--- src/rtl/ctrl_pkg.sv ---
// Shared types and encodings for the multicycle RISC-V main control unit.
// States, ALU functions, opcode/funct fields and ALU operand selects.
package ctrl_pkg;

  typedef enum logic [3:0] {
    IDLE    = 4'd0,
    FETCH   = 4'd1,
    DECODE  = 4'd2,
    EXEC_R  = 4'd3,
    EXEC_I  = 4'd4,
    LD_ADDR = 4'd5,
    LD_WB   = 4'd6,
    SD_MEM  = 4'd7,
    BRANCH  = 4'd8,
    NEXT_PC = 4'd9,
    HALT    = 4'd10
  } state_t;

  typedef enum logic [2:0] {
    ALU_NOP = 3'b000,
    ALU_ADD = 3'b001,
    ALU_SUB = 3'b010,
    ALU_AND = 3'b011
  } alu_op_t;

  localparam logic [6:0] OP_RTYPE  = 7'b0110011;
  localparam logic [6:0] OP_IMM    = 7'b0010011;
  localparam logic [6:0] OP_LOAD   = 7'b0000011;
  localparam logic [6:0] OP_STORE  = 7'b0100011;
  localparam logic [6:0] OP_BRANCH = 7'b1100011;

  localparam logic [2:0] F3_ADD = 3'b000;
  localparam logic [2:0] F3_AND = 3'b111;
  localparam logic [2:0] F3_LD  = 3'b011;
  localparam logic [2:0] F3_SD  = 3'b011;
  localparam logic [2:0] F3_BEQ = 3'b000;

  localparam logic [6:0] F7_BASE = 7'b0000000;
  localparam logic [6:0] F7_SUB  = 7'b0100000;

  localparam logic [1:0] SRCB_REG  = 2'b00;
  localparam logic [1:0] SRCB_FOUR = 2'b01;
  localparam logic [1:0] SRCB_IMM  = 2'b10;
  localparam logic [1:0] SRCB_IMM2 = 2'b11;

  // Instruction class selection out of DECODE.
  function automatic state_t decode_next(
    input logic [6:0] opcode,
    input logic [2:0] funct3
  );
    state_t s;
    s = HALT;
    unique case (1'b1)
      (opcode == OP_RTYPE):
        s = EXEC_R;
      (opcode == OP_IMM && funct3 == F3_ADD):
        s = EXEC_I;
      (opcode == OP_LOAD && funct3 == F3_LD):
        s = LD_ADDR;
      (opcode == OP_STORE && funct3 == F3_SD):
        s = SD_MEM;
      (opcode == OP_BRANCH && funct3 == F3_BEQ):
        s = BRANCH;
      default:
        s = HALT;
    endcase
    return s;
  endfunction

endpackage

--- src/rtl/control_fsm_if.sv ---
// Control bundle between the main control unit and the datapath.
// The control unit is the master; the datapath (or bench) is the slave.
interface control_fsm_if #(
  parameter int CNT_W = 32
) ();

  logic [31:0]        instruction;
  logic               alu_zero;
  logic               PCWrite;
  logic               PCWriteCond;
  logic               PCSource;
  logic               ALUSrcA;
  logic [1:0]         ALUSrcB;
  ctrl_pkg::alu_op_t  ALUOp;
  logic               LoadAOut;
  logic               RegWrite;
  logic               LoadRegA;
  logic               LoadRegB;
  logic               MemToReg;
  logic               DMemOp;
  logic               LoadMDR;
  logic               IMemRead;
  logic               IRWrite;
  logic               halted;
  logic [3:0]         state_out;
  logic [CNT_W-1:0]   retired;

  modport master (
    input  instruction, alu_zero,
    output PCWrite, PCWriteCond, PCSource,
    output ALUSrcA, ALUSrcB, ALUOp,
    output LoadAOut, RegWrite,
    output LoadRegA, LoadRegB,
    output MemToReg, DMemOp, LoadMDR,
    output IMemRead, IRWrite,
    output halted, state_out, retired
  );

  modport slave (
    output instruction, alu_zero,
    input  PCWrite, PCWriteCond, PCSource,
    input  ALUSrcA, ALUSrcB, ALUOp,
    input  LoadAOut, RegWrite,
    input  LoadRegA, LoadRegB,
    input  MemToReg, DMemOp, LoadMDR,
    input  IMemRead, IRWrite,
    input  halted, state_out, retired
  );

endinterface

--- src/rtl/ctrl_alu_decode.sv ---
// R-type ALU function decode from funct3/funct7.
// Unsupported combinations are flagged so the FSM can halt without writing.
module ctrl_alu_decode
  import ctrl_pkg::*;
(
  input  logic [2:0] funct3,
  input  logic [6:0] funct7,
  output alu_op_t    alu_op,
  output logic       illegal
);

  always_comb begin
    alu_op  = ALU_NOP;
    illegal = 1'b0;
    unique case (1'b1)
      (funct3 == F3_ADD && funct7 == F7_BASE):
        alu_op = ALU_ADD;
      (funct3 == F3_ADD && funct7 == F7_SUB):
        alu_op = ALU_SUB;
      (funct3 == F3_AND && funct7 == F7_BASE):
        alu_op = ALU_AND;
      default:
        illegal = 1'b1;
    endcase
  end

endmodule

--- src/rtl/control_fsm.sv ---
// Multicycle Moore main control unit with retire counter and halt flag.
// Flags decode from state; EXEC_R also gates on the R-type function decode.
module control_fsm
  import ctrl_pkg::*;
#(
  parameter int CNT_W = 32
) (
  input  logic          clk,
  input  logic          reset,
  control_fsm_if.master bus
);

  state_t           state_q;
  state_t           state_d;
  logic [CNT_W-1:0] retired_q;
  logic             halted_q;
  logic             retire;

  logic [31:0] ir;
  logic [6:0]  opcode;
  logic [2:0]  funct3;
  logic [6:0]  funct7;
  alu_op_t     r_op;
  logic        r_illegal;
  logic        unused_ir;

  assign ir        = bus.instruction;
  assign opcode    = ir[6:0];
  assign funct3    = ir[14:12];
  assign funct7    = ir[31:25];
  assign unused_ir = ^{ir[24:15], ir[11:7]};

  ctrl_alu_decode u_alu_dec (
    .funct3  (funct3),
    .funct7  (funct7),
    .alu_op  (r_op),
    .illegal (r_illegal)
  );

  always_ff @(posedge clk or negedge reset) begin
    if (!reset) begin
      state_q <= IDLE;
    end else begin
      state_q <= state_d;
    end
  end

  always_comb begin
    state_d = state_q;
    retire  = 1'b0;
    unique case (state_q)
      IDLE:    state_d = FETCH;
      FETCH:   state_d = DECODE;
      DECODE:  state_d = decode_next(opcode, funct3);
      EXEC_R:  state_d = r_illegal ? HALT : NEXT_PC;
      EXEC_I:  state_d = NEXT_PC;
      LD_ADDR: state_d = LD_WB;
      LD_WB:   state_d = NEXT_PC;
      SD_MEM:  state_d = NEXT_PC;
      BRANCH: begin
        state_d = bus.alu_zero ? FETCH : NEXT_PC;
        retire  = bus.alu_zero;
      end
      NEXT_PC: begin
        state_d = FETCH;
        retire  = 1'b1;
      end
      HALT:    state_d = HALT;
      default: state_d = HALT;
    endcase
  end

  always_ff @(posedge clk or negedge reset) begin
    if (!reset) begin
      retired_q <= '0;
    end else if (retire) begin
      retired_q <= retired_q + CNT_W'(1);
    end
  end

  // Sticky: raised together with the entry into HALT.
  always_ff @(posedge clk or negedge reset) begin
    if (!reset) begin
      halted_q <= 1'b0;
    end else if (state_d == HALT) begin
      halted_q <= 1'b1;
    end
  end

  always_comb begin
    bus.PCWrite     = 1'b0;
    bus.PCWriteCond = 1'b0;
    bus.PCSource    = 1'b0;
    bus.ALUSrcA     = 1'b0;
    bus.ALUSrcB     = SRCB_REG;
    bus.ALUOp       = ALU_NOP;
    bus.LoadAOut    = 1'b0;
    bus.RegWrite    = 1'b0;
    bus.LoadRegA    = 1'b0;
    bus.LoadRegB    = 1'b0;
    bus.MemToReg    = 1'b0;
    bus.DMemOp      = 1'b0;
    bus.LoadMDR     = 1'b0;
    bus.IMemRead    = 1'b0;
    bus.IRWrite     = 1'b0;
    unique case (state_q)
      FETCH: begin
        bus.IMemRead = 1'b1;
        bus.IRWrite  = 1'b1;
      end
      DECODE: begin
        bus.LoadRegA = 1'b1;
        bus.LoadRegB = 1'b1;
        bus.ALUSrcB  = SRCB_IMM2;
        bus.ALUOp    = ALU_ADD;
        bus.LoadAOut = 1'b1;
      end
      EXEC_R: begin
        bus.ALUSrcA  = 1'b1;
        bus.ALUSrcB  = SRCB_REG;
        bus.ALUOp    = r_illegal ? ALU_NOP : r_op;
        bus.RegWrite = !r_illegal;
      end
      EXEC_I: begin
        bus.ALUSrcA  = 1'b1;
        bus.ALUSrcB  = SRCB_IMM;
        bus.ALUOp    = ALU_ADD;
        bus.RegWrite = 1'b1;
      end
      LD_ADDR: begin
        bus.ALUSrcA = 1'b1;
        bus.ALUSrcB = SRCB_IMM;
        bus.ALUOp   = ALU_ADD;
        bus.LoadMDR = 1'b1;
      end
      LD_WB: begin
        bus.RegWrite = 1'b1;
        bus.MemToReg = 1'b1;
      end
      SD_MEM: begin
        bus.ALUSrcA = 1'b1;
        bus.ALUSrcB = SRCB_IMM;
        bus.ALUOp   = ALU_ADD;
        bus.DMemOp  = 1'b1;
      end
      BRANCH: begin
        bus.ALUSrcA     = 1'b1;
        bus.ALUSrcB     = SRCB_REG;
        bus.ALUOp       = ALU_SUB;
        bus.PCWriteCond = 1'b1;
        bus.PCSource    = 1'b1;
      end
      NEXT_PC: begin
        bus.ALUSrcB  = SRCB_FOUR;
        bus.ALUOp    = ALU_ADD;
        bus.PCWrite  = 1'b1;
      end
      default: begin
      end
    endcase
  end

  assign bus.halted    = halted_q;
  assign bus.state_out = state_q;
  assign bus.retired   = retired_q;

endmodule
--- src/flat_wrapper.sv ---
// flat-port wrapper written by rule: the top's interface ports become plain ports
module control_fsm_flat import ctrl_pkg::*;
#(
  parameter int CNT_W = 32
)
  (clk, reset, bus_instruction, bus_alu_zero, bus_PCWrite, bus_PCWriteCond, bus_PCSource, bus_ALUSrcA, bus_ALUSrcB, bus_ALUOp, bus_LoadAOut, bus_RegWrite, bus_LoadRegA, bus_LoadRegB, bus_MemToReg, bus_DMemOp, bus_LoadMDR, bus_IMemRead, bus_IRWrite, bus_halted, bus_state_out, bus_retired);
  control_fsm_if #(.CNT_W(CNT_W)) bus_i ();
  input  logic clk;
  input  logic reset;
  input wire logic [$bits(bus_i.instruction)-1:0] bus_instruction;
  input wire logic [$bits(bus_i.alu_zero)-1:0] bus_alu_zero;
  output wire logic [$bits(bus_i.PCWrite)-1:0] bus_PCWrite;
  output wire logic [$bits(bus_i.PCWriteCond)-1:0] bus_PCWriteCond;
  output wire logic [$bits(bus_i.PCSource)-1:0] bus_PCSource;
  output wire logic [$bits(bus_i.ALUSrcA)-1:0] bus_ALUSrcA;
  output wire logic [$bits(bus_i.ALUSrcB)-1:0] bus_ALUSrcB;
  output wire logic [$bits(bus_i.ALUOp)-1:0] bus_ALUOp;
  output wire logic [$bits(bus_i.LoadAOut)-1:0] bus_LoadAOut;
  output wire logic [$bits(bus_i.RegWrite)-1:0] bus_RegWrite;
  output wire logic [$bits(bus_i.LoadRegA)-1:0] bus_LoadRegA;
  output wire logic [$bits(bus_i.LoadRegB)-1:0] bus_LoadRegB;
  output wire logic [$bits(bus_i.MemToReg)-1:0] bus_MemToReg;
  output wire logic [$bits(bus_i.DMemOp)-1:0] bus_DMemOp;
  output wire logic [$bits(bus_i.LoadMDR)-1:0] bus_LoadMDR;
  output wire logic [$bits(bus_i.IMemRead)-1:0] bus_IMemRead;
  output wire logic [$bits(bus_i.IRWrite)-1:0] bus_IRWrite;
  output wire logic [$bits(bus_i.halted)-1:0] bus_halted;
  output wire logic [$bits(bus_i.state_out)-1:0] bus_state_out;
  output wire logic [$bits(bus_i.retired)-1:0] bus_retired;
  assign bus_i.instruction = bus_instruction;
  assign bus_i.alu_zero = bus_alu_zero;
  assign bus_PCWrite = bus_i.PCWrite;
  assign bus_PCWriteCond = bus_i.PCWriteCond;
  assign bus_PCSource = bus_i.PCSource;
  assign bus_ALUSrcA = bus_i.ALUSrcA;
  assign bus_ALUSrcB = bus_i.ALUSrcB;
  assign bus_ALUOp = bus_i.ALUOp;
  assign bus_LoadAOut = bus_i.LoadAOut;
  assign bus_RegWrite = bus_i.RegWrite;
  assign bus_LoadRegA = bus_i.LoadRegA;
  assign bus_LoadRegB = bus_i.LoadRegB;
  assign bus_MemToReg = bus_i.MemToReg;
  assign bus_DMemOp = bus_i.DMemOp;
  assign bus_LoadMDR = bus_i.LoadMDR;
  assign bus_IMemRead = bus_i.IMemRead;
  assign bus_IRWrite = bus_i.IRWrite;
  assign bus_halted = bus_i.halted;
  assign bus_state_out = bus_i.state_out;
  assign bus_retired = bus_i.retired;
  control_fsm #(.CNT_W(CNT_W)) u_core (.clk(clk), .reset(reset), .bus(bus_i));
endmodule
--- config.mk ---
export PLATFORM = sky130hd
export DESIGN_NAME = control_fsm_flat
export DESIGN_NICKNAME = d
export VERILOG_FILES = /design/src/rtl/ctrl_pkg.sv /design/src/rtl/control_fsm_if.sv /design/src/rtl/ctrl_alu_decode.sv /design/src/rtl/control_fsm.sv /design/src/flat_wrapper.sv
export SDC_FILE = /design/constraint.sdc
export NUM_CORES = 1
export LEC_CHECK = 0
export CAP_MARGIN = 10
export CORE_UTILIZATION = 30
export CTS_BUF_LIST = sky130_fd_sc_hd__clkbuf_2 sky130_fd_sc_hd__clkbuf_4 sky130_fd_sc_hd__clkbuf_8
export DETAILED_ROUTE_END_ITERATION = 6
export HOLD_SLACK_MARGIN = 0.08
export SYNTH_ARGS = -nofsm -noshare
export SYNTH_HDL_FRONTEND = slang
export SYNTH_HIERARCHICAL = 1
export SYNTH_SLANG_ARGS = --single-unit
export TNS_END_PERCENT = 10
--- constraint.sdc ---
create_clock -name clk -period 2.2 [get_ports clk]
set_input_delay 0.22 -clock clk [delete_from_list [all_inputs] [get_ports clk]]
set_output_delay 0.22 -clock clk [all_outputs]
set_load 0.01 [all_outputs]
### Word-level counts from Yosys, hierarchy flattened

Cells that the tools add are included.

* flip-flop bits (word level): 37
* input port bits: 35
* logic and storage cells: 57
* output and inout port bits: 55

* equal/unequal tests: 18
* mux-type cells: 18
* add/subtract/negate cells: 1
* reduce and logical (&&, ||, !) cells: 17

Operator list (count)
* adder 32 x 1 -> 32 bit, second input constant: 1
* one-hot mux 4 bit (7 select lines): 1
* == test 7 x 6 -> 1 bit, second input constant: 3
* one-hot mux 4 bit (5 select lines): 1
* == test 4 x 3 -> 1 bit, second input constant: 4
* == test 4 bit, second input constant: 3
* one-hot mux 2 bit (3 select lines): 2
* OR reduction 5 bit: 2
* one-hot mux 3 bit (3 select lines): 1
* OR reduction 3 bit: 3
* == test 4 x 2 -> 1 bit, second input constant: 2
* 2-to-1 mux 1 bit: 8
* == test 7 x 2 -> 1 bit, second input constant: 1
* == test 7 x 5 -> 1 bit, second input constant: 1
* == test 7 bit, second input constant: 1
* logical AND 1 bit: 7
* logical NOT 7 bit: 1
* == test 4 x 1 -> 1 bit, second input constant: 1
* logical NOT 4 bit: 1
* 2-to-1 mux 2 bit: 2
* 2-to-1 mux 4 bit: 1
* one-hot mux 1 bit (2 select lines): 2
* OR reduction 2 bit: 2
* == test 3 x 2 -> 1 bit, second input constant: 1
* 2 further kinds: 2

### Logic depth before layout (Yosys ltp)

* depth in word-level cells: 6
* mapped depth: 7
* gate-level depth less buffers: 7

### Modules after synthesis

Netlist, hierarchy kept.

By module, submodules not included
* control_fsm: instances 1, cells each 211, area each 2028.2 um2, sequential area each 925.9 um2
* ctrl_alu_decode: instances 1, cells each 11, area each 93.8 um2, sequential area each 0.0 um2

### Worst setup path after synthesis

No wires, ideal clock.

* kind: input-to-output
* start point: in bus_instruction[26]
* end point: out bus_ALUOp[0]
* required time: 1.980 ns
* path buffers: 0
* cell stages on the path: 6
* arrival: 1.655 ns
* path slack: 0.325 ns
* cell sequence: or4_1 -> a2111o_1 -> nand3b_1 -> o21ai_0 -> a21boi_0 -> o22ai_1

* longest elaborated chain between the ends: 5
* elaborated cells between the ends (all ways): 9
* classes of those cells: eq/ne (1); mux (3); reduce/logical (5)

Ends and longest elaborated chain
* start: declaration: RTL line flat_wrapper.sv:10 `input wire logic [$bits(bus_i.instruction)-1:0] bus_instruction;`
* == test 7 x 6 -> 1 bit / logical NOT 7 bit (equally long branches): RTL line ctrl_alu_decode.sv:18, ctrl_alu_decode.sv:16, ctrl_alu_decode.sv:20
* logical AND 1 bit (on tied branches): RTL line ctrl_alu_decode.sv:18, ctrl_alu_decode.sv:16, ctrl_alu_decode.sv:20
* one-hot mux 2 bit (3 select lines) / OR reduction 3 bit (equally long branches)
* 2-to-1 mux 2 bit *: RTL line control_fsm.sv:121 `bus.ALUOp = r_illegal ? ALU_NOP : r_op;`
* one-hot mux 3 bit (3 select lines) *: RTL line control_fsm.sv:106 `unique case (state_q)`
* end: declaration: RTL line flat_wrapper.sv:17 `output wire logic [$bits(bus_i.ALUOp)-1:0] bus_ALUOp;`

Every way passes the cells marked *; elsewhere a longest branch is shown, timed or not.

### Final worst setup path

* start point: in bus_instruction[28]
* end point: out bus_ALUOp[0]

Same word-level chain as after synthesis.

==> results.md <==
* N_diodes at 0
* Initial antenna violation count at 0
* Clock Skew at 0.00644 ns
* Drt via density at 4.63
* Chip width at approximately 86 microns
* Worst Path Arrival at 1.92 ns
* Count of cell types in the netlist at 50
* Synth cell count leaders: 37 x dfrtp_1, 28 x nor2_1, 16 x xnor2_1
* P_int at 0.00109 W
* Grt total ovfl at 0
* Final net count at 347
* DIE HEIGHT at 86.1 microns
* Fraction of the mapped netlist area in compound gates at 8.79%
* Post-synth ARST share at 100%
* Starting Density at a little under a third
* R2R Setup Slk at 0.30 ns
* TritonRoute pass-1 iters at 4
* Post-Synth Simple-Gate Area at 29.1%
* Clock transition at the registers of the reported paths at 0.07 ns
* Worst R2R Path Depth at 5
* Synth Register Bits at 37
* Dpl ws at -0.620 ns
* Syn Inst Count at 222
* Nature of the critical path startpoint: input port
* CP required at 1.98 ns
* Slew headroom at 45.6%
* Post-synth design cell area at 2120 sq um
* Main combinational cell family by area after synthesis: simple AND/OR/NAND/NOR gates
* Largest net degree at the start of global routing at 38
* CTS Buf Count at 5
* Hold path depth at 1
* Logic pwr share at 13.0%
* Clock root buffer: clkbuf_8
* Crit-path cells: dlygate4sd2_1 -> or4_4 -> a2111o_1 -> nand3b_1 -> o21ai_1 -> a21boi_1 -> o22ai_1 -> buf_2
* Setup WS post-layout at around 0.057 ns
* Worst Hold End: u_core/bus.retired[31]$_DFFE_PN0P_
* Peak VDD IR at 0.285 mV
* Yosys top cell by area: dfrtp_1
* CP Class: in -> out
* Clk pwr share at between 30% and 40%
* First-pass GRT wire length at 8720 microns
* Port bufs at 73
* Unrepaired setup endpoints after global routing: true
* Crit path max fanout at 3
* Slowest-stage cell, CP: or4_4
* DRC errors left at 0
* DR iter-0 viols at 58
* Most common cell in the netlist: dfrtp_1
* Largest cells by area after synthesis: dfrtp_1 44%, xnor2_1 6.6%, xor2_1 6.2%
* Synth top area share at 43.6%
* Top_reg_cell synth: dfrtp_1
* Max-cap violations at 0
* Max Freq at 467 MHz
* Lkg Pwr at between 1 and 1.5 nW
* Psw at 0.000330 W
* Worst skew pair latency at ~0.28 ns
* Layout overhead on the synthesized area at 49.9%
* Worst setup EP type: output port
* CTS tree: done
* HP Start: u_core/bus.retired[31]$_DFFE_PN0P_
* Global placement routability congestion at a little over 0.7
* Flop pwr share at 51.1%
* Clk sinks at 37
* PwrDens at approximately 440 nW/um^2
* Number of synthesized flops with an enable pin at 0
* Final slew viol count at 0
* Post-route clock period utilization at 97.4%
* Syn_nets at 258
* Routed WL per cell at 12.8 microns
* Register area share after synthesis at 43.6%
* Tot Pwr at 0.00142 W
* Hold Path Class: reg -> reg
* Post-route minimum period at about 2.1 ns
* Syn Area/Cell at 9.56 sq um
* FP Rows at 30
* Vias in the first global route at around 1800
* Worst path max stage delay at ~0.48 ns
* Final setup violating endpoints at 0
* Final hold violation count at 0
* # IOs at 90
* Worst slew pin tran at 0.817 ns
* Status: completed
* Clk buf depth at 2
* Sw frac at 23.3%
* Die area at 7410 sq um
* Worst r2r src: u_core/bus.state_out[1]$_DFF_PN0_
* Vias post-DR at between 1500 and 2000
* WL final at between 5000 and 6000 microns
* Layout cells sized above 1 at 15.4%
* Final HPWL DP at 4020 microns
* Post-synthesis mux area share at under 10%
* Synth warnings at 6
* Htree depth at 2
* Post-DRT Antenna Nets at 0
* Synth Area in XOR/XNOR at 12.8%
* FF-to-FF End: u_core/bus.retired[13]$_DFFE_PN0P_
* GRT Util Overall at 14.6%
* Core box area at 6830 sq um
* Post-synthesis adder-cell area fraction at 0.590%
per-layer routing:
layer / up-vias / part of all wire [%] / GRT usage [%]
li1: 955 / - / -
met1: 889 / 48 / 19.9
met2: 41 / 47 / 24.0
met3: 4 / 3.8 / 3.18
met4: 0 / 0.98 / 2.73
met5: - / 0 / 0
worst max path at each step:
stage	from	end	slack, ns	cells past startpoint
finish	bus_instruction[28]	bus_ALUOp[0]	0.06	8
global route	bus_instruction[28]	bus_ALUOp[0]	-0.02	8
CTS	u_core/bus.state_out[0]$_DFF_PN0_	bus_ALUSrcB[1]	0.01	4
detailed placement	bus_instruction[12]	bus_ALUOp[0]	-0.62	8
global placement	bus_instruction[12]	bus_ALUOp[0]	-0.59	8
floorplan	bus_instruction[26]	bus_ALUOp[0]	0.32	6
critical path: cells and delay by family:
| family | cells | cell delay, ns |
|---|---|---|
| buf+inv | 2 | 0.39 |
| compound gates | 4 | 0.66 |
| simple gates | 2 | 0.66 |
through the flow:
stage / util, % / hold slack, ns / instance area (sq um) / TNS (ns) / instances
after detailed placement: 44.4 / 0.368 / 3040 / -2.25 / 398
after global placement: 44.4 / 0.371 / 3040 / -2.13 / 398
after global routing: 46.6 / 0.502 / 3180 / -0.0468 / 408
after CTS: 46.2 / 0.471 / 3160 / 0 / 407
final: 46.6 / 0.465 / 3180 / 0 / 408
after floorplan: - / -0.0756 / 2120 / 0 / 222
power by group through the flow:
stage / logic, W / registers, W / clock network [W]
detailed placement: 0.000184 / 0.000736 / 0
floorplan: 0.0000574 / 0.000740 / 0
global route: 0.000201 / 0.000727 / 0.000557
finish: 0.000184 / 0.000723 / 0.000509
CTS: 0.000185 / 0.000723 / 0.000527
global placement: 0.000186 / 0.000734 / 0
cell families after synthesis:
logic type      after synthesis
compound gates               27
other cells                   1
xor+xnor                     31
buf+inv                      17
fa+ha+maj                     1
flops                        37
mux                           2
simple gates                106
area by class of cell:
class	instances	area, sq um
multi-input cells	168	1140
inverters	8	30.0
well taps	96	120
flip-flops and latches	37	928
fillers	698	3650
clock inverters	1	5.00
clock buffers	7	96.3
repair buffers	91	857
flip-flops by register name, summed over array words and instances, names as in the netlist:
signal	cells
u_core/bus.retired	32
u_core/bus.halted	1
u_core/bus.state_out	4
cells in the final DEF, fill, tap and decap left out, types with 6 or more instances in the layout:
cell,netlist,final
buf_4,5,16
dlygate4sd2_1,0,6
nand4_1,9,9
xnor2_1,16,16
clkbuf_8,0,7
nor3_1,7,7
clkdlybuf4s50_1,0,59
nand2_1,14,14
xor2_1,15,15
inv_1,8,8
nand3_1,10,10
dfrtp_1,37,35
a21oi_1,6,6
nor2_1,28,27
timing repair:
| item | CTS | global route |
|---|---|---|
| cloned | 0 | 0 |
| pin swaps | 6 | 4 |
| setup endpoints to repair | 6 | 8 |
| hold buffers | 1 | 0 |
| gates resized for setup | 26 | 6 |
| hold endpoints to repair | 37 | 0 |
| setup buffers | 0 | 1 |
(Power assumes the default switching activity.)
